## src/rtl/weight_prefetch_feeder_if.sv

```systemverilog
// Weight-load bus of the systolic array: SRAM read port on one side,
// top-of-column w_data/w_valid/prefetch chain on the other.
interface weight_prefetch_feeder_if #(
   parameter int W_BITWIDTH = 8,
   parameter int COL_NUM    = 16,
   parameter int ADDR_WIDTH = 10
);
   logic                          rd_en;
   logic [ADDR_WIDTH-1:0]         rd_addr;
   logic [COL_NUM*W_BITWIDTH-1:0] rd_data;
   logic                          prefetch_out;
   logic [COL_NUM*W_BITWIDTH-1:0] w_data_out;
   logic                          w_valid_out;

   // master is the feeder; slave is the SRAM plus the PE column it drives
   modport master (
      output rd_en, rd_addr, prefetch_out, w_data_out, w_valid_out,
      input  rd_data
   );

   modport slave (
      input  rd_en, rd_addr, prefetch_out, w_data_out, w_valid_out,
      output rd_data
   );
endinterface

```

## src/rtl/weight_prefetch_feeder.sv

```systemverilog
// Reads one weight tile from SRAM bottom row first and streams it down the
// PE columns so every row latches its weight on the same edge.
//
// state | meaning
// ------+-----------------------------------------------------------
// IDLE  | waiting for start
// ISSUE | ROW_NUM read strobes, addresses tile_base+ROW_NUM-1 down to tile_base
// DRAIN | no reads; waits RD_LATENCY+1 cycles for the last beat to leave
// DONE  | one-cycle done pulse; start here chains the next tile
module weight_prefetch_feeder #(
   parameter int W_BITWIDTH = 8,
   parameter int ROW_NUM    = 27,
   parameter int COL_NUM    = 16,
   parameter int ADDR_WIDTH = 10,
   parameter int RD_LATENCY = 1
) (
   input  logic                  clk,
   input  logic                  rst_n,
   input  logic                  start,
   input  logic [ADDR_WIDTH-1:0] tile_base,
   output logic                  busy,
   output logic                  done,
   weight_prefetch_feeder_if.master bus
);

   localparam int CW = (ROW_NUM > 1) ? $clog2(ROW_NUM) : 1;
   localparam int DW = $clog2(RD_LATENCY + 1);
   localparam int LW = COL_NUM * W_BITWIDTH;

   localparam logic [CW-1:0]         ROW_LAST  = CW'(ROW_NUM - 1);
   localparam logic [DW-1:0]         DRAIN_LEN = DW'(RD_LATENCY);
   localparam logic [ADDR_WIDTH-1:0] ADDR_SPAN = ADDR_WIDTH'(ROW_NUM - 1);

   typedef enum logic [1:0] {
      S_IDLE,
      S_ISSUE,
      S_DRAIN,
      S_DONE
   } state_t;

   state_t                state, state_nxt;
   logic [CW-1:0]         row_cnt, row_cnt_nxt;
   logic [DW-1:0]         drain_cnt, drain_cnt_nxt;
   logic                  rd_en_q, rd_en_nxt;
   logic [ADDR_WIDTH-1:0] rd_addr_q, rd_addr_nxt;
   logic                  prefetch_q, prefetch_nxt;
   logic [RD_LATENCY-1:0] vld_sr;
   logic                  w_valid_q;
   logic [LW-1:0]         w_data_q;

   assign busy = (state == S_ISSUE) || (state == S_DRAIN);
   assign done = (state == S_DONE);

   assign bus.rd_en        = rd_en_q;
   assign bus.rd_addr      = rd_addr_q;
   assign bus.prefetch_out = prefetch_q;
   assign bus.w_valid_out  = w_valid_q;
   assign bus.w_data_out   = w_data_q;

   always_ff @(posedge clk or negedge rst_n) begin
      if (!rst_n) begin
         state      <= S_IDLE;
         row_cnt    <= '0;
         drain_cnt  <= '0;
         rd_en_q    <= 1'b0;
         rd_addr_q  <= '0;
         prefetch_q <= 1'b0;
      end else begin
         state      <= state_nxt;
         row_cnt    <= row_cnt_nxt;
         drain_cnt  <= drain_cnt_nxt;
         rd_en_q    <= rd_en_nxt;
         rd_addr_q  <= rd_addr_nxt;
         prefetch_q <= prefetch_nxt;
      end
   end

   always_comb begin
      state_nxt     = state;
      row_cnt_nxt   = row_cnt;
      drain_cnt_nxt = drain_cnt;
      rd_en_nxt     = 1'b0;
      rd_addr_nxt   = rd_addr_q;
      prefetch_nxt  = 1'b0;

      case (state)
         S_IDLE, S_DONE: begin
            state_nxt = S_IDLE;
            if (start) begin
               state_nxt    = S_ISSUE;
               row_cnt_nxt  = ROW_LAST;
               rd_en_nxt    = 1'b1;
               prefetch_nxt = 1'b1;
               rd_addr_nxt  = tile_base + ADDR_SPAN;
            end
         end
         S_ISSUE: begin
            // row_cnt is the number of reads still to issue after this one
            if (row_cnt == '0) begin
               state_nxt     = S_DRAIN;
               drain_cnt_nxt = DRAIN_LEN;
            end else begin
               row_cnt_nxt = row_cnt - CW'(1);
               rd_en_nxt   = 1'b1;
               rd_addr_nxt = rd_addr_q - ADDR_WIDTH'(1);
            end
         end
         S_DRAIN: begin
            if (drain_cnt == '0) begin
               state_nxt = S_DONE;
            end else begin
               drain_cnt_nxt = drain_cnt - DW'(1);
            end
         end
         default: begin
            state_nxt = S_IDLE;
         end
      endcase
   end

   // vld_sr[RD_LATENCY-1] marks the cycle in which rd_data holds a requested word
   always_ff @(posedge clk or negedge rst_n) begin
      if (!rst_n) begin
         vld_sr    <= '0;
         w_valid_q <= 1'b0;
         w_data_q  <= '0;
      end else begin
         vld_sr    <= (vld_sr << 1) | RD_LATENCY'(rd_en_q);
         w_valid_q <= vld_sr[RD_LATENCY-1];
         if (vld_sr[RD_LATENCY-1]) begin
            w_data_q <= bus.rd_data;
         end
      end
   end

endmodule

```

## src/flat_wrapper.sv

```systemverilog
// flat-port wrapper written by rule: the top's interface ports become plain ports
module weight_prefetch_feeder_flat 
#(
   parameter int W_BITWIDTH = 8,
   parameter int ROW_NUM    = 27,
   parameter int COL_NUM    = 16,
   parameter int ADDR_WIDTH = 10,
   parameter int RD_LATENCY = 1
)
  (clk, rst_n, start, tile_base, busy, done, bus_rd_en, bus_rd_addr, bus_prefetch_out, bus_w_data_out, bus_w_valid_out, bus_rd_data);
  weight_prefetch_feeder_if #(.W_BITWIDTH(W_BITWIDTH), .COL_NUM(COL_NUM), .ADDR_WIDTH(ADDR_WIDTH)) bus_i ();
  input  logic clk;
  input  logic rst_n;
  input  logic start;
  input  logic [ADDR_WIDTH-1:0] tile_base;
  output logic busy;
  output logic done;
  output wire logic [$bits(bus_i.rd_en)-1:0] bus_rd_en;
  output wire logic [$bits(bus_i.rd_addr)-1:0] bus_rd_addr;
  output wire logic [$bits(bus_i.prefetch_out)-1:0] bus_prefetch_out;
  output wire logic [$bits(bus_i.w_data_out)-1:0] bus_w_data_out;
  output wire logic [$bits(bus_i.w_valid_out)-1:0] bus_w_valid_out;
  input wire logic [$bits(bus_i.rd_data)-1:0] bus_rd_data;
  assign bus_rd_en = bus_i.rd_en;
  assign bus_rd_addr = bus_i.rd_addr;
  assign bus_prefetch_out = bus_i.prefetch_out;
  assign bus_w_data_out = bus_i.w_data_out;
  assign bus_w_valid_out = bus_i.w_valid_out;
  assign bus_i.rd_data = bus_rd_data;
  weight_prefetch_feeder #(.W_BITWIDTH(W_BITWIDTH), .ROW_NUM(ROW_NUM), .COL_NUM(COL_NUM), .ADDR_WIDTH(ADDR_WIDTH), .RD_LATENCY(RD_LATENCY)) u_core (.clk(clk), .rst_n(rst_n), .start(start), .tile_base(tile_base), .busy(busy), .done(done), .bus(bus_i));
endmodule
```

## config.mk

```make
export PLATFORM = sky130hd
export DESIGN_NAME = weight_prefetch_feeder_flat
export DESIGN_NICKNAME = d
export VERILOG_FILES = /design/src/rtl/weight_prefetch_feeder_if.sv /design/src/rtl/weight_prefetch_feeder.sv /design/src/flat_wrapper.sv
export SDC_FILE = /design/constraint.sdc
export NUM_CORES = 1
export LEC_CHECK = 0
export CORE_AREA = 2 2 125 127
export DETAILED_ROUTE_END_ITERATION = 16
export DIE_AREA = 0 0 127 129
export PLACE_DENSITY = 0.79
export SYNTH_ARGS = -nofsm -noshare
export SYNTH_HDL_FRONTEND = slang
export SYNTH_SLANG_ARGS = --single-unit
```

## constraint.sdc

```tcl
create_clock -name clk -period 2.4 [get_ports clk]
set_input_delay 0.36 -clock clk [delete_from_list [all_inputs] [get_ports clk]]
set_output_delay 0.36 -clock clk [all_outputs]
set_load 0.03 [all_outputs]
```

; Word level (Yosys, flattened, before mapping)
; Cells that the tools add are included.
[totals]
regBits = 150
input_bits = 141
out_inout_bits = 143
elab_cells = 46
[classes]
n_addsub = 4
eq_ne = 7
n_mux = 17
reduce_logical = 9
[ops]
columns = op, count
row1 = $mux W10, 2
row2 = $pmux W10 S2, 1
row3 = $add A10 B5 Y10 const B, 1
row4 = $mux W5, 2
row5 = $pmux W5 S2, 1
row6 = $sub A10 B1 Y10 const B, 1
row7 = $ne A2 B2 Y1 const B, 4
row8 = $mux W1, 6
row9 = $pmux W2 S3, 1
row10 = $logic_not A5 Y1, 1
row11 = $sub A5 B1 Y5 const B, 1
row12 = $eq A2 B2 Y1 const B, 2
row13 = $mux W2, 2
row14 = $pmux W1 S2, 2
row15 = $reduce_and A2 Y1, 2
row16 = $reduce_bool A2 Y1, 2
row17 = $reduce_and A3 Y1, 1
row18 = $eq A2 B1 Y1 const B, 1
row19 = $logic_not A2 Y1, 1
row20 = $reduce_or A2 Y1, 1
row21 = $logic_or A1 B1 Y1, 1
row22 = $sub A1 B1 Y1 const B, 1

; Depth between registers and ports, before layout
; Gate-level depths: netlist (run 1).
[logic_depth]
depth_word = 4
depth_mapped = 7
ltp_nobuf = 6

; Worst setup path after synthesis (run 1)
; No wires, ideal clock.
[synth_timing]
kind = register to register
start = register u_core.rd_addr_q[3] (netlist: u_core.bus.rd_addr[3])
end = register u_core.rd_addr_q[7] (netlist: u_core.bus.rd_addr[7])
setup_time_ns = 0.138
t_arrival_ns = 1.714
required_time_ns = 2.262
setup_slack_ns = 0.549
stages_incl_launch_ff = 5
n_path_buf = 0
period_less_slack_ns = 1.851
cell_sequence = dfrtp_1 -> or4_4 -> nor4b_2 -> mux2i_1 -> o221ai_1
[synth_between]
elab_chain_cells = 3
[synth_lines]
columns = element, line
row1 = start: declaration, weight_prefetch_feeder.sv:45  ; logic [ADDR_WIDTH-1:0] rd_addr_q, rd_addr_nxt;
row2 = start signal: assignment, weight_prefetch_feeder.sv:73  ; rd_addr_q <= rd_addr_nxt;
row3 = $sub A10 B1 Y10, weight_prefetch_feeder.sv:105  ; rd_addr_nxt = rd_addr_q - ADDR_WIDTH'(1);
row4 = $mux W10, weight_prefetch_feeder.sv:99  ; if (row_cnt == '0) begin
row5 = $pmux W10 S2, weight_prefetch_feeder.sv:86  ; case (state)
; Every way passes these cells. The select of a mux whose other input is x is not followed.
; A chain may end at the register's enable or synchronous reset.

; Worst setup path in the final report (run 1)
[layout_timing]
start = register u_core.state[0]
end = output port busy
[layout_between]
elab_chain_cells = 2
elab_cells_between_ends = 3
cone_classes = eq/ne: 2 / reduce/logical: 1
[layout_lines]
columns = element, line
row1 = start: declaration, weight_prefetch_feeder.sv:41  ; state_t state, state_nxt;
row2 = start signal: assignment, weight_prefetch_feeder.sv:69  ; state <= state_nxt;
row3 = $eq A2 B1 Y1 or $eq A2 B2 Y1 (tied branches), weight_prefetch_feeder.sv:51  ; assign busy = (state == S_ISSUE) || (state == S_DRAIN);
row4 = $logic_or A1 B1 Y1 (*), weight_prefetch_feeder.sv:51
row5 = end: declaration, flat_wrapper.sv:16  ; output logic busy;
; Mark *: on every way between the ends. The rest lies on a longest branch, timed or not.

==> results of run 1 <==
-- flip-flops by register name, indices dropped and copies added (netlist names) --
| name | count |
|---|---|
| u_core.bus.prefetch_out | 1 |
| u_core.bus.rd_addr | 10 |
| u_core.bus.rd_en | 1 |
| u_core.bus.w_data_out | 128 |
| u_core.bus.w_valid_out | 1 |
| u_core.drain_cnt | 1 |
| u_core.row_cnt | 5 |
| u_core.state | 2 |
| u_core.vld_sr | 1 |
-- cells in the final DEF (no fill, tap or decap), types with 4 or more instances in the layout --
| master | instances |
|---|---|
| a21oi_1 | 8 |
| buf_4 | 5 |
| nand3_1 | 7 |
| nand2_1 | 10 |
| o21ai_0 | 5 |
| dfrtp_1 | 149 |
| inv_1 | 10 |
| nor3_1 | 4 |
| mux2_2 | 129 |
| nor2_1 | 15 |
| mux2i_1 | 9 |
| ha_1 | 6 |
| xor2_1 | 4 |
| clkbuf_16 | 17 |
| buf_12 | 4 |
| clkdlybuf4s50_1 | 281 |
-- repair_timing --
| action | CTS | global route |
|---|---|---|
| hold buffers | 1 | 0 |
| resized for setup | 1 | 0 |
| setup buffers | 0 | 0 |
| hold endpoints to repair | 43 | 0 |
| endpoints found under the setup margin | 1 | 0 |
-- cells by family after synthesis --
group	synth area share
AOI/OAI and AO/OA	0.03719
buffers and inverters	0.01839
DFF	0.6198
adders and majority gates	0.01240
and+or+nand+nor	0.04876
xor gates and xnor gates	0.008678
muxes	0.2548
-- layout make-up --
cell class | count | area share
clock buffer | 21 | 0.04603
clock inverter | 11 | 0.01534
inverter | 11 | 0.004219
multi-input combinational | 234 | 0.2239
sequential | 150 | 0.3840
tap | 188 | 0.02404
timing repair buffer | 293 | 0.3025
-- synth_stat cells, types with 3 or more instances --
master	n	area, um^2
dfrtp_1	150	3754
mux2_2	129	1453
nor2_1	15	56.30
clkbuf_1	13	48.80
inv_1	10	37.54
nand2_1	10	37.54
mux2i_1	9	90.09
a21oi_1	8	40.04
nand3_1	7	35.03
ha_1	6	75.07
o21ai_0	5	25.02
nor3_1	4	20.02
xor2_1	4	35.03
buf_1	3	11.26
o32ai_1	3	26.28
-- metrics by stage --
stage / hold slack [ps] / power [mW] / setup WS (ps) / cells / util
final: 403.4 / 15.55 / 244.9 / 908 / 0.6534
after global routing: 417.2 / 16.33 / 144.2 / 908 / 0.6534
after CTS: 420.6 / 15.71 / 228.9 / 908 / 0.6534
after detailed placement: 324.4 / 12.98 / 356.2 / 875 / 0.6127
after global placement: 316.9 / 12.72 / 438.8 / 875 / 0.6127
after floorplan: 64.41 / 9.371 / 548.5 / 413 / -
-- how the worst max path moves through the flow --
stage / end / cells after the start
final: busy / 4
after global routing: busy / 4
after CTS: busy / 4
after detailed placement: u_core.row_cnt[2] / 6
after global placement: u_core.row_cnt[2] / 6
after floorplan: u_core.bus.rd_addr[7] / 4
-- where the power goes --
part,internal [mW],switching [mW]
sequential,3.83,0.774
combinational,3.84,4.43
clock,1.67,1.01
total,9.33,6.21
-- per-layer routing --
metal | part of all wire | track usage
met5 | 0 | 0
met4 | 0.026 | 0.08597
met3 | 0.091 | 0.07152
met2 | 0.50 | 0.3283
met1 | 0.38 | 0.2106
==> impl_metrics.csv, run 1 <==
group,metric,value,unit
route,vias,4479,
min_path,holdCritPathClass,"flop to flop",
power,p_leak,3.998,nW
sta,relSlewSlack,0.6591,
synthesis,ys.flop_type,"dfrtp_1",
synthesis,synth_cell_types,43,
floorplanning,initial_core_util,0.4043,
clock_tree,cts_buffers,17,
route,drt-vias-per-instance,4.933,
min_path,min_from,"u_core.bus.rd_en",
sta,setup_viol,0,
status,status,"finished, final reports clean",
sta,maxSlewViolCount,0,
worst_setup_path,crit_path_end_kind,"output port",
placement,io_buffers,283,
synthesis,synth_edf_count,0,
power,power_density,1589,nW/um^2
min_path,holdPathEnd,"u_core.vld_sr",
layout,num_antenna_cells,0,
synthesis,ys_seq_elements,150,
route,ant_nets,0,
synthesis,ys_seq_area_frac,0.6198,
layout,area_growth,61.59,%
global_route,grt_pass1_vias,4780,
layout,layout-drive-gt1-share,0.2431,
global_route,antenna_found_initial,0,
clock_tree,cts_sinks,150,
worst_setup_path,worstSetupStartpoint,"u_core.state[0]",
worst_setup_path,rr_worst_depth,6,
sta,hold_violations,0,
worst_setup_path,critical_path_arrival,1800,ps
worst_setup_path,critical_path.max_fanout,9,
clock_tree,htreeDepth,4,
placement,gp_congestion,0.7795,
worst_setup_path,cpMostUsedCell,"inv_1",
worst_setup_path,start_kind,"flop",
route,routed_wirelength,15.52,mm
clock_tree,root_buffer,"clkbuf_16",
synthesis,netlist_instances,413,
clock_tree,path_clk_slew,60,ps
worst_setup_path,worstPathCellList,"inv_1 > ha_1 > inv_1 > dlygate4sd2_1",
floorplanning,rows,45,
sta,max_freq,464.0,MHz
global_route,grt_usage,0.1902,
floorplanning,die-width,127,um
global_route,grt_overflow,0,
sta,rsz0062_at_grt,"false",
sta,worstMarginPinSlew,510.2,ps
floorplanning,die_h,129,um
sta,skew,10.17,ps
clock_tree,clockBufferDepth,2,
global_route,grt_first_pass_wirelength,24.25,mm
layout,multi_input_comb_area,2191,um^2
placement,place_area,9176,um^2
synthesis,syn_area,6056,um^2
worst_setup_path,cp_top_family,"buffers and inverters",
layout,nets,854,
synthesis,synth_warnings,0,
layout,final-seq-area,3757,um^2
global_route,grt_max_degree,69,
route,dr.first_iter.drc_count,235,
placement,hpwl,11.66,mm
synthesis,synthArstFlopShare,1.000,
worst_setup_path,worstPathRequired,2040,ps
floorplanning,ioPinCount,284,
worst_setup_path,critPathKind,"flop to output port",
sta,timing.final.crit_share,0.8979,
floorplanning,core_area,14980,um^2
min_path,hold_depth,0,
floorplanning,dieArea,16380,um^2
synthesis,syn_avg_cell_area,14.66,um^2
worst_setup_path,r2r-end,"u_core.row_cnt[2]",
worst_setup_path,ff2ff_setup_slack,330,ps
layout,fin_area,9786,um^2
sta,tns,0,ps
route,firstDrtPassIters,4,
layout,fill_cells,1099,
worst_setup_path,r2r-start,"u_core.row_cnt[0]",
sta,min_period,2155,ps
worst_setup_path,slowest_stage,"ha_1",
clock_tree,clock_latency,420,ps
route,drc_errors,0,
worst_setup_path,cpPeakStageDelay,410,ps
power,ir_worst_vdd,0.7987,mV
clock_tree,cts_tree,"done",
route,avgRoutedWirePerCell,17.10,um
worst_setup_path,critPathBufInv,3,
run,maxCapViolations,0,
synthesis,synth_fp_nets,560,
(Power assumes the default switching activity.)
==> run 2, diff against run 1 <==
- PLACE_DENSITY: 0.79 -> 0.9
- SKIP_CTS_REPAIR_TIMING: unset -> 1
==> impl_metrics.csv, run 2 (synthesized netlist as in run 1, its figures left out) <==
group,metric,value,unit
floorplanning,dieArea,16380,um^2
worst_setup_path,worstPathCellList,"inv_1 > ha_1 > or4b_1 > o21ai_1 > or3_1 > a21oi_1",
sta,maxSlewViolCount,0,
sta,setup_viol,0,
placement,place_ws,342.2,ps
global_route,antenna_found_initial,0,
route,drt-vias-per-instance,4.925,
worst_setup_path,start_kind,"flop",
sta,hold_violations,0,
sta,skew,7.656,ps
sta,min_period,2145,ps
worst_setup_path,cp_top_family,"simple AND/OR/NAND/NOR gates",
power,p_leak,3.984,nW
run,maxCapViolations,0,
layout,fill_cells,1002,
worst_setup_path,critical_path_arrival,2410,ps
clock_tree,cts_buffers,17,
layout,num_antenna_cells,0,
layout,nets,854,
floorplanning,core_area,14980,um^2
sta,tns,0,ps
floorplanning,rows,45,
layout,largest_reg_flops,128,
layout,layout-drive-gt1-share,0.2396,
worst_setup_path,crit_path_end_kind,"flop",
route,routed_wirelength,15.83,mm
global_route,grt_max_degree,57,
worst_setup_path,critPathKind,"flop to flop",
route,avgRoutedWirePerCell,17.47,um
clock_tree,clockBufferDepth,2,
sta,timing.final.crit_share,0.8937,
clock_tree,path_clk_slew,60,ps
power,power_density,1579,nW/um^2
floorplanning,die_h,129,um
sta,max_freq,466.2,MHz
clock_tree,htreeDepth,4,
worst_setup_path,slowest_stage,"or4b_1",
worst_setup_path,critPathBufInv,1,
sta,setup_ws,255.2,ps
layout,fin_area,9746,um^2
floorplanning,die-width,127,um
layout,final_common_cell,"clkdlybuf4s50_1",
sta,rsz0062_at_grt,"false",
placement,gp_congestion,0.8556,
clock_tree,cts_sinks,150,
global_route,grt_first_pass_wirelength,24.36,mm
sta,relSlewSlack,0.6385,
global_route,grt_usage,0.1902,
power,ir_worst_vdd,0.8209,mV
global_route,grt_pass1_vias,4705,
clock_tree,clock_latency,410,ps
layout,post-route-util,0.6507,
min_path,holdCritPathClass,"flop to flop",
power,total_power,15.39,mW
floorplanning,ioPinCount,284,
clock_tree,cts_tree,"done",
sta,worstMarginPinSlew,542.2,ps
route,firstDrtPassIters,5,
layout,mostFrequentLayoutCells,"clkdlybuf4s50_1, dfrtp_1, mux2_2",
route,ant_nets,0,
placement,hpwl,11.85,mm
global_route,grt_overflow,0,
worst_setup_path,worstPathRequired,2670,ps
placement,io_buffers,283,
placement,place_area,9176,um^2
clock_tree,root_buffer,"clkbuf_16",
route,vias,4462,
worst_setup_path,cpPeakStageDelay,640,ps
worst_setup_path,critical_path.max_fanout,11,
route,drc_errors,0,
floorplanning,initial_core_util,0.4043,
route,dr.first_iter.drc_count,169,
layout,area_growth,60.93,%
status,status,"finished, final reports clean",
[run 2: cell types whose count changed in the layout (fill, tap and decap cells not counted)]
cell / change
clkinv_4: -1
dlymetal6s2s_1: +1
clkbuf_1: +1
inv_6: -1
dlygate4sd2_1: -1
bufinv_16: -1
[run 2: final timing paths]
path	startpoint	endpoint	slack [ps]	cells after the start
max in group asynchronous	rst_n	u_core.vld_sr	1270	3
min in group asynchronous	rst_n	u_core.bus.w_data_out[68]	490	2
max	u_core.row_cnt[0]	u_core.row_cnt[2]	260	6
min reg2reg	u_core.bus.rd_en	u_core.vld_sr	370	0
max reg2reg	u_core.row_cnt[0]	u_core.row_cnt[2]	260	6
min	u_core.bus.rd_en	u_core.vld_sr	370	0
[run 2: final cells by class]
class / count / area (um^2) / area share
inverters: 11 / 41.29 / 0.004237
multi-input cells: 234 / 2191 / 0.2248
clock inverters: 8 / 102.6 / 0.01053
repair buffers: 293 / 2964 / 0.3041
clock buffers: 22 / 454.2 / 0.04660
flip-flops and latches: 150 / 3757 / 0.3855
well taps: 188 / 235.2 / 0.02414
[run 2: worst register-to-register path: stages, from the launching register on]
cell     delay, ps
dfrtp_1        380
inv_1          100
ha_1           200
or4b_1         640
o21ai_1        440
or3_1          180
a21oi_1         80
[run 2: through the flow]
stage | instances | hold slack, ps
final | 906 | 374.5
after global routing | 906 | 381.0
after floorplan | 413 | 64.41
after CTS | 905 | -80.83
after detailed placement | 875 | 362.3
after global placement | 875 | 355.6
[run 2: per-layer routing]
layer	global-route usage	up-vias	routed length, um
met5	0	-	0
met4	0.06658	0	236
met2	0.3276	193	8181
met1	0.2286	2179	6384
met3	0.05738	20	1023
li1	-	2070	-
[run 2: where the power goes]
part / internal, mW / switching [mW] / leakage [nW]
logic: 3.83 / 4.34 / 1.97
clock network: 1.55 / 0.981 / 0.266
registers: 3.83 / 0.865 / 1.75
==> run 3, diff against run 2 <==
- SLEW_MARGIN: unset -> 20
==> results of run 3 <==
Final layout, timing and power as in run 2 (identical DEF).
